==> config.mk <==
export PLATFORM = sky130hd
export DESIGN_NAME = bk_add_sequencer
export DESIGN_NICKNAME = d
export VERILOG_FILES = /design/src/rtl/bk_pkg.sv /design/src/rtl/bk_add_sequencer_acc.sv /design/src/rtl/bk_add_sequencer.sv
export SDC_FILE = /design/constraint.sdc
export NUM_CORES = 1
export LEC_CHECK = 0
export BUFFER_PORTS_ARGS = -buffer_cell sky130_fd_sc_hd__clkbuf_2
export CORE_MARGIN = 1.5
export CORE_UTILIZATION = 50
export CTS_BUF_LIST = sky130_fd_sc_hd__clkbuf_2 sky130_fd_sc_hd__clkbuf_4 sky130_fd_sc_hd__clkbuf_8
export DETAILED_ROUTE_END_ITERATION = 6
export PLACE_DENSITY = 0.82
export SLEW_MARGIN = 20
export SYNTH_ARGS = -nofsm -noshare
export SYNTH_HDL_FRONTEND = slang
export SYNTH_HIERARCHICAL = 1
export SYNTH_SLANG_ARGS = --single-unit
==> constraint.sdc <==
create_clock -name clk -period 2.3 [get_ports clk]
set_input_delay 0.115 -clock clk [delete_from_list [all_inputs] [get_ports clk]]
set_output_delay 0.115 -clock clk [all_outputs]
set_load 0.03 [all_outputs]
==> src/rtl/bk_pkg.sv <==
// Shared types and constants for the Brent-Kung adder operand sequencer.
package bk_pkg;

   // Default operand width of the attached adder netlist.
   localparam int BK_WIDTH = 12;

   // Width of the settle counter; holds settle windows of 1..15 cycles.
   localparam int BK_CNT_W = 4;

   // Sequencer control states.
   typedef enum logic [1:0] {
      IDLE   = 2'd0,
      SETTLE = 2'd1,
      HOLD   = 2'd2
   } bk_state_e;

   // Builds the adder's interleaved input bus: bit 2i carries A[i], bit 2i+1 carries B[i].
   function automatic logic [2*BK_WIDTH-1:0] bk_interleave(
      input logic [BK_WIDTH-1:0] a,
      input logic [BK_WIDTH-1:0] b
   );
      logic [2*BK_WIDTH-1:0] bus;
      bus = '0;
      for (int i = 0; i < BK_WIDTH; i++) begin
         bus[2*i]   = a[i];
         bus[2*i+1] = b[i];
      end
      return bus;
   endfunction

endpackage

==> src/rtl/bk_add_sequencer_acc.sv <==
// Running accumulator with sticky overflow flag; a clear always beats a write-back.
module bk_add_sequencer_acc
   import bk_pkg::*;
#(
   parameter int WIDTH = BK_WIDTH
) (
   input  logic             clk,
   input  logic             rst,
   input  logic             clr_i,
   input  logic             wr_i,
   input  logic [WIDTH-1:0] sum_i,
   input  logic             carry_i,
   output logic [WIDTH-1:0] acc_o,
   output logic             ovf_o
);

   logic [WIDTH-1:0] acc_q;
   logic [WIDTH-1:0] acc_d;
   logic             ovf_q;
   logic             ovf_d;

   // Next accumulator value: clear has priority, otherwise take the captured sum.
   always_comb begin
      acc_d = acc_q;
      ovf_d = ovf_q;
      if (clr_i) begin
         acc_d = '0;
         ovf_d = 1'b0;
      end else if (wr_i) begin
         acc_d = sum_i;
         ovf_d = ovf_q | carry_i;
      end
   end

   // Accumulator and overflow registers.
   always_ff @(posedge clk) begin
      if (rst) begin
         acc_q <= '0;
         ovf_q <= 1'b0;
      end else begin
         acc_q <= acc_d;
         ovf_q <= ovf_d;
      end
   end

   assign acc_o = acc_q;
   assign ovf_o = ovf_q;

endmodule

==> src/rtl/bk_add_sequencer.sv <==
// Operand sequencer for the 12-bit Brent-Kung adder: registers the interleaved
// operand bus, holds it for a settle window, captures the result and hands it on.
module bk_add_sequencer
   import bk_pkg::*;
#(
   parameter int WIDTH         = BK_WIDTH,
   parameter int SETTLE_CYCLES = 1          // legal range 1..15
) (
   input  logic               clk,
   input  logic               rst,
   input  logic               in_valid,
   output logic               in_ready,
   input  logic [WIDTH-1:0]   in_a,
   input  logic [WIDTH-1:0]   in_b,
   input  logic               in_acc,
   input  logic               acc_clr,
   output logic [2*WIDTH-1:0] adder_in,
   input  logic [WIDTH:0]     adder_out,
   output logic               res_valid,
   input  logic               res_ready,
   output logic [WIDTH-1:0]   res_sum,
   output logic               res_cout,
   output logic [WIDTH-1:0]   acc,
   output logic               acc_ovf
);

   localparam logic [BK_CNT_W-1:0] SETTLE_LOAD = BK_CNT_W'(SETTLE_CYCLES);
   localparam logic [BK_CNT_W-1:0] CNT_ONE     = BK_CNT_W'(1);

   bk_state_e            state_q;
   bk_state_e            state_d;
   logic [BK_CNT_W-1:0]  cnt_q;
   logic [BK_CNT_W-1:0]  cnt_d;
   logic                 acc_mode_q;
   logic                 acc_mode_d;
   logic [2*WIDTH-1:0]   adder_in_q;
   logic [2*WIDTH-1:0]   adder_in_d;
   logic [WIDTH-1:0]     res_sum_q;
   logic [WIDTH-1:0]     res_sum_d;
   logic                 res_cout_q;
   logic                 res_cout_d;
   logic                 res_valid_q;
   logic                 res_valid_d;

   logic                 accept;
   logic                 acc_wr;
   logic [WIDTH-1:0]     acc_val;
   logic [WIDTH-1:0]     op_a;
   logic [2*WIDTH-1:0]   ilv_bus;

   // Operand A comes from the accumulator in accumulate mode; a simultaneous clear reads as zero.
   always_comb begin
      op_a = in_a;
      if (in_acc) begin
         op_a = acc_clr ? '0 : acc_val;
      end
   end

   // Interleave A and B onto the adder bus bit by bit.
   for (genvar gi = 0; gi < WIDTH; gi++) begin : g_ilv
      assign ilv_bus[2*gi]   = op_a[gi];
      assign ilv_bus[2*gi+1] = in_b[gi];
   end

   // Handshake readiness depends only on state and reset.
   assign in_ready = (state_q == IDLE) & ~rst;
   assign accept   = in_valid & in_ready;

   // Next-state logic: accept in IDLE, count down in SETTLE, wait for the consumer in HOLD.
   always_comb begin
      state_d     = state_q;
      cnt_d       = cnt_q;
      acc_mode_d  = acc_mode_q;
      adder_in_d  = adder_in_q;
      res_sum_d   = res_sum_q;
      res_cout_d  = res_cout_q;
      res_valid_d = res_valid_q;
      acc_wr      = 1'b0;
      case (state_q)
         IDLE: begin
            if (accept) begin
               adder_in_d = ilv_bus;
               acc_mode_d = in_acc;
               cnt_d      = SETTLE_LOAD;
               state_d    = SETTLE;
            end
         end
         SETTLE: begin
            cnt_d = cnt_q - CNT_ONE;
            if (cnt_q == CNT_ONE) begin
               res_sum_d   = adder_out[WIDTH-1:0];
               res_cout_d  = adder_out[WIDTH];
               res_valid_d = 1'b1;
               acc_wr      = acc_mode_q;
               state_d     = HOLD;
            end
         end
         HOLD: begin
            if (res_ready) begin
               res_valid_d = 1'b0;
               state_d     = IDLE;
            end
         end
         default: begin
            state_d     = IDLE;
            res_valid_d = 1'b0;
         end
      endcase
   end

   // Control and datapath registers; reset drops any in-flight operation.
   always_ff @(posedge clk) begin
      if (rst) begin
         state_q     <= IDLE;
         cnt_q       <= '0;
         acc_mode_q  <= 1'b0;
         adder_in_q  <= '0;
         res_sum_q   <= '0;
         res_cout_q  <= 1'b0;
         res_valid_q <= 1'b0;
      end else begin
         state_q     <= state_d;
         cnt_q       <= cnt_d;
         acc_mode_q  <= acc_mode_d;
         adder_in_q  <= adder_in_d;
         res_sum_q   <= res_sum_d;
         res_cout_q  <= res_cout_d;
         res_valid_q <= res_valid_d;
      end
   end

   bk_add_sequencer_acc #(
      .WIDTH (WIDTH)
   ) u_acc (
      .clk     (clk),
      .rst     (rst),
      .clr_i   (acc_clr),
      .wr_i    (acc_wr),
      .sum_i   (adder_out[WIDTH-1:0]),
      .carry_i (adder_out[WIDTH]),
      .acc_o   (acc_val),
      .ovf_o   (acc_ovf)
   );

   assign adder_in  = adder_in_q;
   assign res_sum   = res_sum_q;
   assign res_cout  = res_cout_q;
   assign res_valid = res_valid_q;
   assign acc       = acc_val;

endmodule

Word-level counts from Yosys, hierarchy flattened:

Index checks and enable logic that the tools add are counted.

* add/sub/neg operators: 1
* $mul: 0
* divide/modulo/power cells: 0
* magnitude comparators: 0
* eq/ne operators: 6
* shifts and indexed selects: 0
* mux-type cells: 13
* bitwise logic cells: 5
* reductions and logical operators: 8

Operators with widths (count)
* 12-bit 2-to-1 mux: 2
* 4-bit case mux with 2 select lines: 1
* 2-bit 2-to-1 mux: 3
* 2-bit != test (second input constant): 3
* 2-bit case mux with 3 select lines: 1
* 2-bit AND reduction: 3
* 3-bit AND reduction: 2
* 4-bit by 1-bit equality test with 1-bit output (second input constant): 1
* 1-bit 2-to-1 mux: 4
* 4-bit 2-to-1 mux: 1
* 4-bit by 1-bit subtractor with 4-bit output (second input constant): 1
* 1-bit case mux with 3 select lines: 1
* 1-bit bitwise AND: 2
* 2-bit by 1-bit equality test with 1-bit output (second input constant): 1
* 2-bit equality test (second input constant): 1
* 2-bit logical NOT: 1
* 1-bit inverter: 2
* 2-bit nonzero test: 1
* 2-bit OR reduction: 1
* 1-bit bitwise OR: 1

* register bits after elaboration: 58
* latch bits: 0
* bits in writable memories: 0
* bits in read-only memories: 0
* bits of input ports: 43
* output and inout port bits: 52
* word-level logic and storage cells: 42
* memories kept: 0

Depth between registers and ports, before layout:

* depth in word-level cells: 5
* gate-level depth with buffers: 10
* gate-level depth less buffers: 6

Hierarchy:

Netlist, hierarchy kept.

By module, submodules not included
* bk_add_sequencer: times used 1, cells each 228, area each 1924.3 µm², sequential area each 900.9 µm²
* bk_add_sequencer_acc: times used 1, cells each 43, area each 485.5 µm², sequential area each 260.2 µm²

Least setup slack after synthesis:

Ideal clock, no wire load.

* kind: reg-to-reg
* start point: register cnt_q[1]
* end point: register u_acc.acc_q[0] (netlist: u_acc/acc_o[0])
* setup time: 0.115 ns
* data arrival time: 1.650 ns
* data required time: 2.185 ns
* slack: 0.536 ns
* cell stages (with the launch flop): 11
* path buffers: 4
* period minus slack after synthesis: 1.764 ns
* cell sequence: dfxtp_1 -> inv_1 -> ha_1 -> and4bb_1 -> buf_6 -> buf_2 -> and3_1 -> buf_6 -> buf_12 -> mux2i_1 -> nor2_1

* word-level cells in the longest chain between the ends: 3

RTL lines
* start: declaration: RTL line bk_add_sequencer.sv:32 `logic [BK_CNT_W-1:0] cnt_q;`
* start signal: assignment: RTL line bk_add_sequencer.sv:123 `cnt_q <= cnt_d;`
* 4-bit by 1-bit equality test with 1-bit output: RTL line bk_add_sequencer.sv:90 `if (cnt_q == CNT_ONE) begin`
* 1-bit 2-to-1 mux: RTL line bk_add_sequencer.sv:90
* 1-bit 2-to-1 mux: RTL line bk_add_sequencer.sv:79 `case (state_q)`
* named net acc_wr: RTL line bk_add_sequencer.sv:46 `logic acc_wr;`
* end signal: assignment: RTL line bk_add_sequencer_acc.sv:38 `acc_q <= '0;`
* end signal: assignment: RTL line bk_add_sequencer_acc.sv:41 `acc_q <= acc_d;`
* end: declaration: RTL line bk_add_sequencer_acc.sv:17 `logic [WIDTH-1:0] acc_q;`

The timed path passes the listed nets, and every way through them passes these cells.
A chain may end at the register's enable or synchronous reset.

Final worst setup path:

* start point: register cnt_q[0]
* end point: register u_acc.acc_q[7] (netlist: u_acc/acc_o[7])

The elaborated chain is that of the path after synthesis.

==> impl_metrics.tcl <==
set metrics [dict create \
    status "completed" \
    tightest_slew_ns 0.694 \
    yosys-top-cells-count "58 x dfxtp_1, 40 x a21oi_1, 30 x nand2_1, 29 x o21ai_0, 16 x nor2_1" \
    port_buffers 94 \
    avgSynthCellArea_um2 8.89 \
    die_y_um 72.4 \
    yosysUniqueCellTypes 32 \
    power.leakage_nw 1.38 \
    grtUsageTotal 0.242 \
    clk_latency_ns 0.32 \
    p_per_area_mw_per_mm2 758 \
    synth_area_leaders "dfxtp_1 48%, a21oi_1 8.3%, o21ai_0 6.0%, mux2i_1 5.0%, nand2_1 4.7%" \
    start_kind "register" \
    yosysWarnings 6 \
    finalCritPeriodShare 0.784 \
    cts-root-buf "clkbuf_8" \
    grt_pass1_wl_um 9640 \
    cts_made_buffers 9 \
    rows 25 \
    max_freq_ghz 0.554 \
    cts_resized 0 \
    grt_max_degree 52 \
    synth_ff_type "dfxtp_1" \
    finClkSkew_ns 0.00514 \
    die_x_um 72.4 \
    firstDrtPassIters 4 \
    timing.rr.start "cnt_q[0]" \
    end_kind "register" \
    clk_path_buf_depth 2 \
    drt-vias-per-instance 5.24 \
    gp_congestion 0.832 \
    ir_drop_mv 0.410 \
    crit_type "reg2reg" \
    async_flop_share 0 \
    setup_tns_ns 0 \
    ys_seq_area_frac 0.482 \
    final_layout_size_suffix_gt1_frac 0.323 \
    overflow 0 \
    n_fill_cell 384 \
    reg2reg_depth 6 \
    cts.sinks 58 \
    io_pins 95 \
    antenna_found_initial 0 \
    yosysTopAreaCell "dfxtp_1" \
    synth.most_common_cell "dfxtp_1" \
    placedCellCount 402 \
    syn-num-nets 316 \
    clk_pin_slew_ns 0.06 \
    synth_top_cell_area_share 0.482 \
    diodes 0 \
    fin_cells 429 \
    drc_errors 0 \
    cts_tree "built" \
    slew_viol_final 0 \
    r2r_slack_ns 0.50 \
    core-area_mm2 0.00469 \
    wl_um 6170 \
    h-tree-depth 3 \
    whs_path_depth 2 \
    min_to "res_sum[7]" \
    start_util 0.514 \
    vias 2250 \
    path_max_fanout 13 \
    synth-edff-count 0 \
    nets 416 \
    dr.first_iter.drc_count 108 \
    slew_headroom 0.537 \
    min_from "adder_out[7]" \
    finalHoldViolCount 0 \
    critPathArrivalTime_ns 2.01 \
    final_antenna_net_count 0 \
    dp_hpwl_um 4140 \
    die_area_mm2 0.00525 \
    netlist_area_mm2 0.00241 \
    grt_pass1_vias 2086 \
    setup_violations 0 \
    ys_ff_latch 58 \
    area_growth_pct 30.8 \
    hp-class "in2reg" \
    timing.rr.end "u_acc/acc_o[7]" \
    rsz0062_at_grt "no" \
    syn-instance-count 271 \
    maxCapViolations 0 \
    fin_crit_ns 1.80 \
    worstPathRequired_ns 2.51 \
    wl_per_cell_um 14.4 \
]
-- timing repair --
item | CTS | global route
endpoints found under the hold margin | 12 | 0
hold buffers | 12 | 0
buffers inserted | 0 | 0
-- power by group --
| part | total, W | switching (W) | internal (W) |
|---|---|---|---|
| Combinational | 0.000368 | 0.000230 | 0.000138 |
| Sequential | 0.00110 | 0.0000416 | 0.00106 |
| Clock | 0.000917 | 0.000372 | 0.000545 |
| Total | 0.00239 | 0.000644 | 0.00174 |
-- kinds of logic (layout without fill, tap and decap cells) --
kind of cell / Yosys count / count (layout) / share of synthesized area
buffers and inverters: 26 / 130 / 0.0670
and+or+nand+nor: 88 / 88 / 0.193
AOI/OAI and AO/OA: 85 / 85 / 0.198
adders and majority gates: 2 / 2 / 0.0104
DFF: 58 / 58 / 0.482
muxes: 12 / 12 / 0.0498
-- how the worst max path moves through the flow --
stage	from	endpoint	slack, ns	cells after the start
after floorplan	cnt_q[1]	u_acc/acc_o[0]	0.54	10
after global placement	cnt_q[0]	u_acc/acc_o[3]	0.63	6
after detailed placement	cnt_q[0]	u_acc/acc_o[7]	0.54	6
after CTS	cnt_q[0]	u_acc/acc_o[7]	0.52	6
after global routing	cnt_q[0]	u_acc/acc_o[0]	0.35	6
final	cnt_q[0]	u_acc/acc_o[7]	0.50	6
-- through the flow --
step	worst slack (ns)	power (W)	utilization	hold slack (ns)	instance area, µm²
2_1_floorplan	0.536	0.00136	-	0.224	2410
3_3_place_gp	0.632	0.00146	0.605	0.308	2840
3_5_place_dp	0.538	0.00147	0.605	0.316	2840
4_1_cts	0.522	0.00240	0.672	0.0314	3150
5_1_grt	0.350	0.00249	0.672	0.0280	3150
6_report	0.496	0.00239	0.672	0.0489	3150
-- critical path: stages (launching register included) --
cell and delay (ns):
dfxtp_1 0.43, ha_1 0.19, and4bb_1 0.35, and3_1 0.20
buf_4 0.24, mux2i_1 0.23, nor2_1 0.06
-- layout make-up --
cell class	instances	area, µm²	area share
sequential	58	1160	0.368
multi-input combinational	187	1090	0.345
timing repair buffer	111	628	0.199
clock buffer	12	153	0.0484
tap	54	67.6	0.0214
clock inverter	3	40.0	0.0127
inverter	4	15.0	0.00476
-- state kept, by name, summed over array words and instances, names as in the netlist --
signal and flops:
acc_mode_q 1, adder_in 24, cnt_q 4, res_cout 1, res_sum 12, res_valid 1, state_q 2, u_acc/acc_o 12
u_acc/ovf_o 1
-- cells in the final DEF, fill, tap and decap left out, drive strengths merged, types with 5 or more instances in the layout --
| cell | netlist | routed |
|---|---|---|
| dlygate4sd3 | 0 | 12 |
| dfxtp | 58 | 58 |
| buf | 15 | 5 |
| nand2b | 15 | 15 |
| nand2 | 30 | 30 |
| a21oi | 40 | 40 |
| a31o | 12 | 12 |
| mux2i | 12 | 12 |
| nor2 | 16 | 16 |
| clkbuf | 7 | 106 |
| o21ai | 30 | 30 |
| nor2b | 13 | 13 |
-- layer usage --
layer | GRT usage | part of all wire | vias to the layer above
li1 | - | - | 1130
met5 | 0 | 0 | -
met2 | 0.415 | 0.51 | 75
met3 | 0.0458 | 0.042 | 6
met4 | 0.124 | 0.013 | 0
met1 | 0.288 | 0.43 | 1039
Note: power is estimated with default switching activity, not from simulation.
